===== src/rtl/lsu_pkg.sv =====
`default_nettype none
// ============================================================================
//  Module      : lsu_pkg
//  Description : Shared constants, state encoding and size helpers for the
//                load/store unit controller.
//  Revision    : 1.0 - initial release
// ============================================================================
package lsu_pkg;

    // RISC-V funct3 size codes for loads and stores
    localparam logic [2:0] FN3_B  = 3'b000;
    localparam logic [2:0] FN3_H  = 3'b001;
    localparam logic [2:0] FN3_W  = 3'b010;
    localparam logic [2:0] FN3_BU = 3'b100;
    localparam logic [2:0] FN3_HU = 3'b101;

    // Byte lanes per bus word
    localparam int NUM_LANES = 4;

    typedef enum logic [2:0] {
        ST_IDLE   = 3'd0,
        ST_ISSUE0 = 3'd1,
        ST_WAIT0  = 3'd2,
        ST_ISSUE1 = 3'd3,
        ST_WAIT1  = 3'd4,
        ST_RESP   = 3'd5
    } lsu_state_t;

    // Access size in bytes; only meaningful for legal fn3 codes
    function automatic logic [2:0] fn3_bytes(input logic [2:0] fn3);
        logic [2:0] n;
        case (fn3)
            FN3_B, FN3_BU: n = 3'd1;
            FN3_H, FN3_HU: n = 3'd2;
            default:       n = 3'd4;
        endcase
        return n;
    endfunction

    // Right-aligned byte mask (1<<n)-1 for the access size
    function automatic logic [NUM_LANES-1:0] fn3_mask(input logic [2:0] fn3);
        logic [NUM_LANES-1:0] m;
        case (fn3)
            FN3_B, FN3_BU: m = 4'b0001;
            FN3_H, FN3_HU: m = 4'b0011;
            default:       m = 4'b1111;
        endcase
        return m;
    endfunction

    // Exactly one of load/store, with a size code valid for that direction
    function automatic logic fn3_legal(input logic is_load, input logic is_store,
                                       input logic [2:0] fn3);
        logic ok;
        ok = 1'b0;
        if (is_load && !is_store) begin
            ok = fn3 inside {FN3_B, FN3_H, FN3_W, FN3_BU, FN3_HU};
        end else if (is_store && !is_load) begin
            ok = fn3 inside {FN3_B, FN3_H, FN3_W};
        end
        return ok;
    endfunction

endpackage
`default_nettype wire


===== src/rtl/lsu_lane_align.sv =====
`default_nettype none
// ============================================================================
//  Module      : lsu_lane_align
//  Description : Combinational byte-enable, store-lane and load-lane steering
//                for one bus beat of a possibly word-crossing access.
//  Revision    : 1.0 - initial release
// ============================================================================
module lsu_lane_align
    import lsu_pkg::*;
#(
    parameter int XLEN = 32
) (
    input  logic [2:0]           i_fn3,
    input  logic [1:0]           i_off,
    input  logic                 i_beat,
    input  logic [XLEN-1:0]      i_wdata,
    input  logic [XLEN-1:0]      i_rdata,
    output logic [NUM_LANES-1:0] o_be,
    output logic [XLEN-1:0]      o_wdata,
    output logic [XLEN-1:0]      o_rlane
);

    logic [4:0]             w_shamt;
    logic [2*NUM_LANES-1:0] w_be_wide;
    logic [2*XLEN-1:0]      w_wdata_wide;
    logic [2*XLEN-1:0]      w_rdata_wide;

    // Shift across a double-width window: the low half is beat 0, the high
    // half is what spills into beat 1. For the read side the window is
    // mirrored so the high half is beat 0's contribution.
    assign w_shamt      = {i_off, 3'b000};
    assign w_be_wide    = {{NUM_LANES{1'b0}}, fn3_mask(i_fn3)} << i_off;
    assign w_wdata_wide = {{XLEN{1'b0}}, i_wdata} << w_shamt;
    assign w_rdata_wide = {i_rdata, {XLEN{1'b0}}} >> w_shamt;

    assign o_be    = i_beat ? w_be_wide[2*NUM_LANES-1:NUM_LANES] : w_be_wide[NUM_LANES-1:0];
    assign o_wdata = i_beat ? w_wdata_wide[2*XLEN-1:XLEN]        : w_wdata_wide[XLEN-1:0];
    assign o_rlane = i_beat ? w_rdata_wide[XLEN-1:0]             : w_rdata_wide[2*XLEN-1:XLEN];

endmodule
`default_nettype wire


===== src/rtl/lsu_ctrl.sv =====
`default_nettype none
// ============================================================================
//  Module      : lsu_ctrl
//  Description : Load/store sequencer between the execute stage and a
//                word-organised data bus; splits word-crossing accesses into
//                two beats and sign/zero-extends load data.
//  Revision    : 1.0 - initial release
// ============================================================================
module lsu_ctrl
    import lsu_pkg::*;
#(
    parameter int XLEN   = 32,
    parameter int ADDR_W = 32
) (
    input  logic              clk,
    input  logic              rst_n,
    input  logic              req_valid,
    output logic              req_ready,
    input  logic              req_load,
    input  logic              req_store,
    input  logic [2:0]        req_fn3,
    input  logic [ADDR_W-1:0] req_addr,
    input  logic [XLEN-1:0]   req_wdata,
    output logic              resp_valid,
    output logic [XLEN-1:0]   resp_data,
    output logic              resp_err,
    output logic              mem_req,
    input  logic              mem_gnt,
    output logic              mem_we,
    output logic [3:0]        mem_be,
    output logic [ADDR_W-1:0] mem_addr,
    output logic [XLEN-1:0]   mem_wdata,
    input  logic              mem_rvalid,
    input  logic [XLEN-1:0]   mem_rdata
);

    generate
        if (XLEN != 32) begin : g_xlen_check
            $error("lsu_ctrl: only XLEN = 32 is supported");
        end
    endgenerate

    lsu_state_t        r_state;
    lsu_state_t        w_next_state;

    logic [ADDR_W-1:0] r_addr;
    logic [2:0]        r_fn3;
    logic [XLEN-1:0]   r_wdata;
    logic              r_load;
    logic              r_store;
    logic              r_err;
    logic [XLEN-1:0]   r_assy;

    logic              w_req_legal;
    logic              w_split;
    logic              w_beat;
    logic [1:0]        w_off;
    logic [ADDR_W-1:0] w_base;
    logic [ADDR_W-1:0] w_beat_addr;
    logic [3:0]        w_be;
    logic [XLEN-1:0]   w_wdata;
    logic [XLEN-1:0]   w_rlane;
    logic [XLEN-1:0]   w_ext;

    assign w_req_legal = fn3_legal(req_load, req_store, req_fn3);
    assign w_off       = r_addr[1:0];
    assign w_split     = ({2'b00, w_off} + {1'b0, fn3_bytes(r_fn3)}) > 4'd4;
    assign w_base      = {r_addr[ADDR_W-1:2], 2'b00};
    assign w_beat_addr = w_beat ? (w_base + ADDR_W'(NUM_LANES)) : w_base;

    lsu_lane_align #(
        .XLEN (XLEN)
    ) u_lane_align (
        .i_fn3   (r_fn3),
        .i_off   (w_off),
        .i_beat  (w_beat),
        .i_wdata (r_wdata),
        .i_rdata (mem_rdata),
        .o_be    (w_be),
        .o_wdata (w_wdata),
        .o_rlane (w_rlane)
    );

    // State register
    always_ff @(posedge clk or negedge rst_n) begin
        if (!rst_n) begin
            r_state <= ST_IDLE;
        end else begin
            r_state <= w_next_state;
        end
    end

    // Next-state decode and handshake outputs
    always_comb begin
        w_next_state = r_state;
        req_ready    = 1'b0;
        mem_req      = 1'b0;
        resp_valid   = 1'b0;
        w_beat       = 1'b0;
        case (r_state)
            ST_IDLE: begin
                req_ready = 1'b1;
                if (req_valid) begin
                    w_next_state = w_req_legal ? ST_ISSUE0 : ST_RESP;
                end
            end
            ST_ISSUE0: begin
                mem_req = 1'b1;
                if (mem_gnt) begin
                    if (r_store) begin
                        w_next_state = w_split ? ST_ISSUE1 : ST_RESP;
                    end else begin
                        w_next_state = ST_WAIT0;
                    end
                end
            end
            ST_WAIT0: begin
                if (mem_rvalid) begin
                    w_next_state = w_split ? ST_ISSUE1 : ST_RESP;
                end
            end
            ST_ISSUE1: begin
                mem_req = 1'b1;
                w_beat  = 1'b1;
                if (mem_gnt) begin
                    w_next_state = r_store ? ST_RESP : ST_WAIT1;
                end
            end
            ST_WAIT1: begin
                w_beat = 1'b1;
                if (mem_rvalid) begin
                    w_next_state = ST_RESP;
                end
            end
            ST_RESP: begin
                resp_valid   = 1'b1;
                w_next_state = ST_IDLE;
            end
            default: begin
                w_next_state = ST_IDLE;
            end
        endcase
    end

    // Capture the request in IDLE and assemble read lanes in the WAIT states
    always_ff @(posedge clk or negedge rst_n) begin
        if (!rst_n) begin
            r_addr  <= '0;
            r_fn3   <= '0;
            r_wdata <= '0;
            r_load  <= 1'b0;
            r_store <= 1'b0;
            r_err   <= 1'b0;
            r_assy  <= '0;
        end else begin
            case (r_state)
                ST_IDLE: begin
                    if (req_valid) begin
                        r_addr  <= req_addr;
                        r_fn3   <= req_fn3;
                        r_wdata <= req_wdata;
                        r_load  <= req_load;
                        r_store <= req_store;
                        r_err   <= !w_req_legal;
                        r_assy  <= '0;
                    end
                end
                ST_WAIT0: begin
                    if (mem_rvalid) begin
                        r_assy <= w_rlane;
                    end
                end
                ST_WAIT1: begin
                    if (mem_rvalid) begin
                        r_assy <= r_assy | w_rlane;
                    end
                end
                default: begin
                end
            endcase
        end
    end

    // Load-data extension by size code
    always_comb begin
        case (r_fn3)
            FN3_B:   w_ext = {{(XLEN-8){r_assy[7]}}, r_assy[7:0]};
            FN3_H:   w_ext = {{(XLEN-16){r_assy[15]}}, r_assy[15:0]};
            FN3_BU:  w_ext = {{(XLEN-8){1'b0}}, r_assy[7:0]};
            FN3_HU:  w_ext = {{(XLEN-16){1'b0}}, r_assy[15:0]};
            default: w_ext = r_assy;
        endcase
    end

    // Bus fields are driven only while a beat is being offered so the bus
    // sees zeros otherwise, including straight out of reset.
    assign mem_we    = mem_req & r_store;
    assign mem_be    = mem_req ? w_be : 4'b0000;
    assign mem_addr  = mem_req ? w_beat_addr : '0;
    assign mem_wdata = mem_we ? w_wdata : '0;

    assign resp_err  = resp_valid & r_err;
    assign resp_data = (resp_valid && !r_err && r_load) ? w_ext : '0;

endmodule
`default_nettype wire


===== config.mk =====
export PLATFORM = sky130hd
export DESIGN_NAME = lsu_ctrl
export DESIGN_NICKNAME = d
export VERILOG_FILES = /design/src/rtl/lsu_pkg.sv /design/src/rtl/lsu_lane_align.sv /design/src/rtl/lsu_ctrl.sv
export SDC_FILE = /design/constraint.sdc
export NUM_CORES = 1
export LEC_CHECK = 0
export CELL_PAD_IN_SITES_DETAIL_PLACEMENT = 1
export CELL_PAD_IN_SITES_GLOBAL_PLACEMENT = 1
export CORE_MARGIN = 3
export CORE_UTILIZATION = 40
export CTS_CLUSTER_SIZE = 25
export DETAILED_ROUTE_END_ITERATION = 10
export PLACE_DENSITY_LB_ADDON = 0.3
export SLEW_MARGIN = 10
export SYNTH_ARGS = -nofsm -noshare
export SYNTH_HDL_FRONTEND = slang
export SYNTH_HIERARCHICAL = 1
export SYNTH_SLANG_ARGS = --single-unit

===== constraint.sdc =====
create_clock -name clk -period 5.7 [get_ports clk]
set_input_delay 1.14 -clock clk [delete_from_list [all_inputs] [get_ports clk]]
set_output_delay 1.14 -clock clk [all_outputs]
set_load 0.03 [all_outputs]

; ---- Word level (Yosys, flattened, before mapping)
; Cells that the tools add are included.
[word_totals]
word_cells = 86
ff_bits = 105
in_bits = 106
output_inout_bits = 105
[op_classes]
n_eq_ne = 17
shifts = 3
reduce_logical = 21
n_bitwise = 3
add_sub_neg = 2
magnitude_cmp = 1
mux = 31
[ops]
columns = operator, count
row1 = $mux W32, 9
row2 = $pmux W32 S4, 1
row3 = $pmux W32 S3, 1
row4 = $shl A32 B5 Y64, 1
row5 = $shr A64 B5 Y64, 1
row6 = $add A32 B3 Y32 const B, 1
row7 = $or A32 B32 Y32, 1
row8 = $mux W3, 8
row9 = $eq A3 B3 Y1 const B, 6
row10 = $pmux W3 S5, 1
row11 = $ne A2 B2 Y1 const B, 5
row12 = $eq A3 B1 Y1 const B, 3
row13 = $eq A3 B2 Y1 const B, 3
row14 = $logic_not A3 Y1, 3
row15 = $mux W4, 2
row16 = $pmux W4 S2, 1
row17 = $reduce_or A2 Y1, 4
row18 = $shl A4 B2 Y8, 1
row19 = $mux W1, 7
row20 = $pmux W3 S2, 1
row21 = $reduce_bool A3 Y1, 2
row22 = $reduce_and A5 Y1, 1
row23 = $reduce_bool A5 Y1, 1
row24 = $add A2 B3 Y4, 1
row25 = other kinds (6), 13

; ---- Depth between registers and ports, before layout
[logic_depth]
word_depth = 9
ltp_mapped = 9
ltp_nobuf = 7

; ---- Modules after synthesis
; The synthesis kept the hierarchy.
[by_module_without_submodules]
columns = mod, instances, seq_area_each_um2, cells_per_inst, area_per_inst_um2
row1 = lsu_ctrl, 1, 2627.5, 545, 5706.7
row2 = lsu_lane_align, 1, 0.0, 228, 1825.5

; ---- Worst setup path after synthesis
; OpenSTA, ideal clock, no wires.
[synth_path]
kind = reg2out
start = register r_state[1]
end = output mem_wdata[2]
arrival_time_ps = 2277
t_required_ps = 4560
setup_slack_ps = 2283
stages_incl_launch_ff = 9
path_buffers = 3
cell_sequence = dfrtp_1 -> and3b_1 -> clkbuf_1 -> buf_2 -> or2_2 -> buf_6 -> or4b_1 -> o211ai_1 -> and3_1
[synth_via]
elab_chain_cells = 5
elab_cells_between_ends = 10
cone_classes = 3 x eq/ne / 4 x mux / 1 x bitwise / 2 x reduce/logical
[synth_rtl]
columns = element, line_no
row1 = "start, declared", lsu_ctrl.sv:43  ; lsu_state_t r_state;
row2 = "start signal, assigned", lsu_ctrl.sv:89  ; r_state <= w_next_state;
row3 = $eq A3 B3 Y1 / $eq A3 B2 Y1 (equally long branches), lsu_ctrl.sv:100  ; case (r_state)
row4 = $reduce_or A2 Y1 (no source line) *, -
row5 = $mux W1 *, lsu_ctrl.sv:100
row6 = via w_beat, lsu_ctrl.sv:56  ; logic w_beat;
row7 = $mux W32 *, lsu_lane_align.sv:37  ; assign o_wdata = i_beat ? w_wdata_wide[2*XLEN-1:XLEN] : w_wdata_wide[XLEN-1:0];
row8 = via w_wdata[2], lsu_ctrl.sv:61  ; logic [XLEN-1:0] w_wdata;
row9 = $mux W32 *, lsu_ctrl.sv:200  ; assign mem_wdata = mem_we ? w_wdata : '0;
row10 = "end, declared", lsu_ctrl.sv:32  ; output logic [XLEN-1:0] mem_wdata,
; The timed path passes the listed nets; every way through them passes the cells marked *.

; ---- Worst setup path after layout
[layout_path]
start = register r_state[1]
end = output mem_wdata[28]
; Same word-level chain as after synthesis.

==> flow_summary.ini <==
[outcome]
status = completed

[sta]
fmax_ghz = 0.201
fin_tns_setup_ps = 0
fin_crit_ps = 4970
hold_violations = 0
slew_headroom_pct = 17.9
worst_slack_ps = 727
skew_ps = 8.82
period_share_pct = 87.3
rsz0062_at_grt = no
tightest_slew_ps = 1230
slew_viol_final = 0
setup_viol = 0

[placed_design]
portBuffers = 208
gp_congestion = 0.829
dp.cells = 1136
place_hpwl_mm = 17.8
place_ws_ps = 1120

[clock_tree]
clkSinkCount = 105
cts_tree = built
cts_hold_buffers = 0
cts_resized = 0
clock_path_buffers = 2
cts_made_buffers = 9
clock_latency_ps = 350
clk_pin_slew_ps = 70
cts_max_level = 3
post_cts_buffers = 0
cts-root-buf = clkbuf_16

[synth]
synth.cell_area_um2 = 7530
yosys.area.top_type = dfrtp_1
synth_cell_type_count = 63
ys_seq_area_share_pct = 34.9
netlist_top_cells_count = dfrtp_1 (105), mux2_2 (69), mux2i_1 (53), a21oi_1 (49), o211ai_1 (39)
synth_top_cell_area_share_pct = 34.9
synth-main-ff-cell = dfrtp_1
ys_ff_latch = 105
postSynth.asyncResetShare_pct = 100
synth_most_common_cell = dfrtp_1
syn_avg_cell_area_um2 = 9.74
ys_warn_count = 6
synth_edf_count = 0
syn_inst = 773
ys_top_cells_by_area = dfrtp_1 (35%), mux2_2 (10%), mux2i_1 (7.0%), o211ai_1 (3.9%), a22o_1 (3.7%)

[finish]
layout-drive-gt1-share_pct = 11.8
synthToLayoutAreaGrowth_pct = 30.0
n_antenna_cell = 0
fin_nets = 1028
fin_cells = 1151
n_fill_cell = 2042

[detailed_routing]
wire_per_inst_um = 21.6
wirelength_mm = 24.9
firstDrtPassIters = 5
vias = 6917
drcViolationCount = 0
ant_nets = 0
drtIter0Drc = 315
avgViaCountPerCell = 6.01

[critical_path]
cp_max_fo = 29
critPathArrivalTime_ps = 3830
setup.worst_path.start = r_state[1]$_DFFE_PN0P_
timing.critical_path.to_type = output pin
r2r-start = r_addr[0]$_DFFE_PN0P_
critPathRequiredTime_ps = 4560
startpoint_type = register
path_class = register to output pin
reg2reg_depth = 7

[run]
max-cap-violations = 0

[floorplan]
dieHeight_um = 143
start_util_pct = 41.4
core-area_um2 = 18200
die_area_um2 = 20500
die_w_um = 143
rows = 49
pin_count = 211

[global_routing]
grt_pass1_wl_mm = 39.2
overflow = 0
grt_pass1_vias = 7104
grt_max_degree = 90
grt.total_usage_pct = 23.8
antenna_found_initial = 0

[worst_hold_path]
whs_path_depth = 1
holdCritPathClass = register to register
worstHoldStart = r_assy[5]$_DFFE_PN0P_

[power]
powerDensity_nw_per_um2 = 547
irDropWorstVdd_uv = 229
p_leak_nw = 3.80
finalPower_w = 0.00535
-- registers in the layout, summed over array words and instances (netlist names) --
register and count:
r_addr 32, r_assy 32, r_err 1, r_fn3 3
r_load 1, r_state 3, r_store 1, r_wdata 32
-- cell usage in the layout (no fill, tap or decap), drive strengths merged, types with 12 or more instances in the layout --
cell / Yosys / layout
o21ai: 26 / 26
nor2: 15 / 15
clkdlybuf4s50: 0 / 207
mux2: 69 / 69
o22ai: 34 / 34
nand4bb: 16 / 16
nand2: 17 / 17
a21oi: 49 / 49
or4b: 16 / 16
nand4b: 17 / 17
nand4: 21 / 21
o211ai: 40 / 40
a22o: 32 / 32
and2: 19 / 19
mux2i: 53 / 53
and3: 38 / 38
dfrtp: 105 / 105
inv: 24 / 25
buf: 55 / 12
-- worst max-delay path, cell delays in order (launching register included) --
cell	delay (ps)
dfrtp_1	550
and3b_1	260
buf_4	170
or2_2	520
nand2b_1	680
o22ai_1	420
and3_1	200
clkdlybuf4s50_1	670
-- power by group --
part | leakage (nW) | switching, W | internal (W) | total (W)
Combinational | 2.38 | 0.00170 | 0.00139 | 0.00309
Clock | 0.128 | 0.000288 | 0.000308 | 0.000596
Sequential | 1.29 | 0.000566 | 0.00110 | 0.00167
Total | 3.80 | 0.00256 | 0.00280 | 0.00535
-- area by class of cell --
type | instances | area (µm²) | share of cell area (%)
clock buffer | 11 | 243 | 2.48
clock inverter | 4 | 28.8 | 0.294
inverter | 24 | 90.1 | 0.920
multi-input combinational | 559 | 4350 | 44.4
sequential | 105 | 2630 | 26.9
tap | 229 | 287 | 2.93
timing repair buffer | 219 | 2160 | 22.1
-- cells by family (layout without fill, tap and decap cells) --
group	count (synthesis)	after routing	synth area share, %
buffers and inverters	110	258	7.61
muxes	122	122	17.4
other	1	2	0.0498
xor gates and xnor gates	8	8	0.930
AOI/OAI and AO/OA	207	207	18.4
and+or+nand+nor	216	216	20.0
adders and majority gates	4	4	0.764
DFF	105	105	34.9
-- worst paths after layout --
kind	to	slack (ps)
min	r_assy[5]$_DFFE_PN0P_	500
max reg2reg	r_state[2]$_DFFE_PN0P_	2440
min in group asynchronous	r_addr[17]$_DFFE_PN0P_	860
min reg2reg	r_assy[5]$_DFFE_PN0P_	500
max	mem_wdata[28]	730
max in group asynchronous	r_assy[17]$_DFFE_PN0P_	3720
-- stage by stage --
step	util, %	hold slack [ps]	instance area [µm²]
after floorplan	-	464	7540
after global placement	52.2	485	9510
after detailed placement	52.2	490	9510
after CTS	53.7	507	9780
after global routing	53.8	527	9790
final	53.8	504	9790
-- layer usage --
layer	vias to the layer above	track usage (%)	share of wire, %
met3	28	4.79	5.6
met5	-	0	0
li1	3253	-	-
met4	0	6.39	1.8
met1	3453	33.8	46
met2	183	37.3	46
Note: power is estimated with default switching activity, not from simulation.
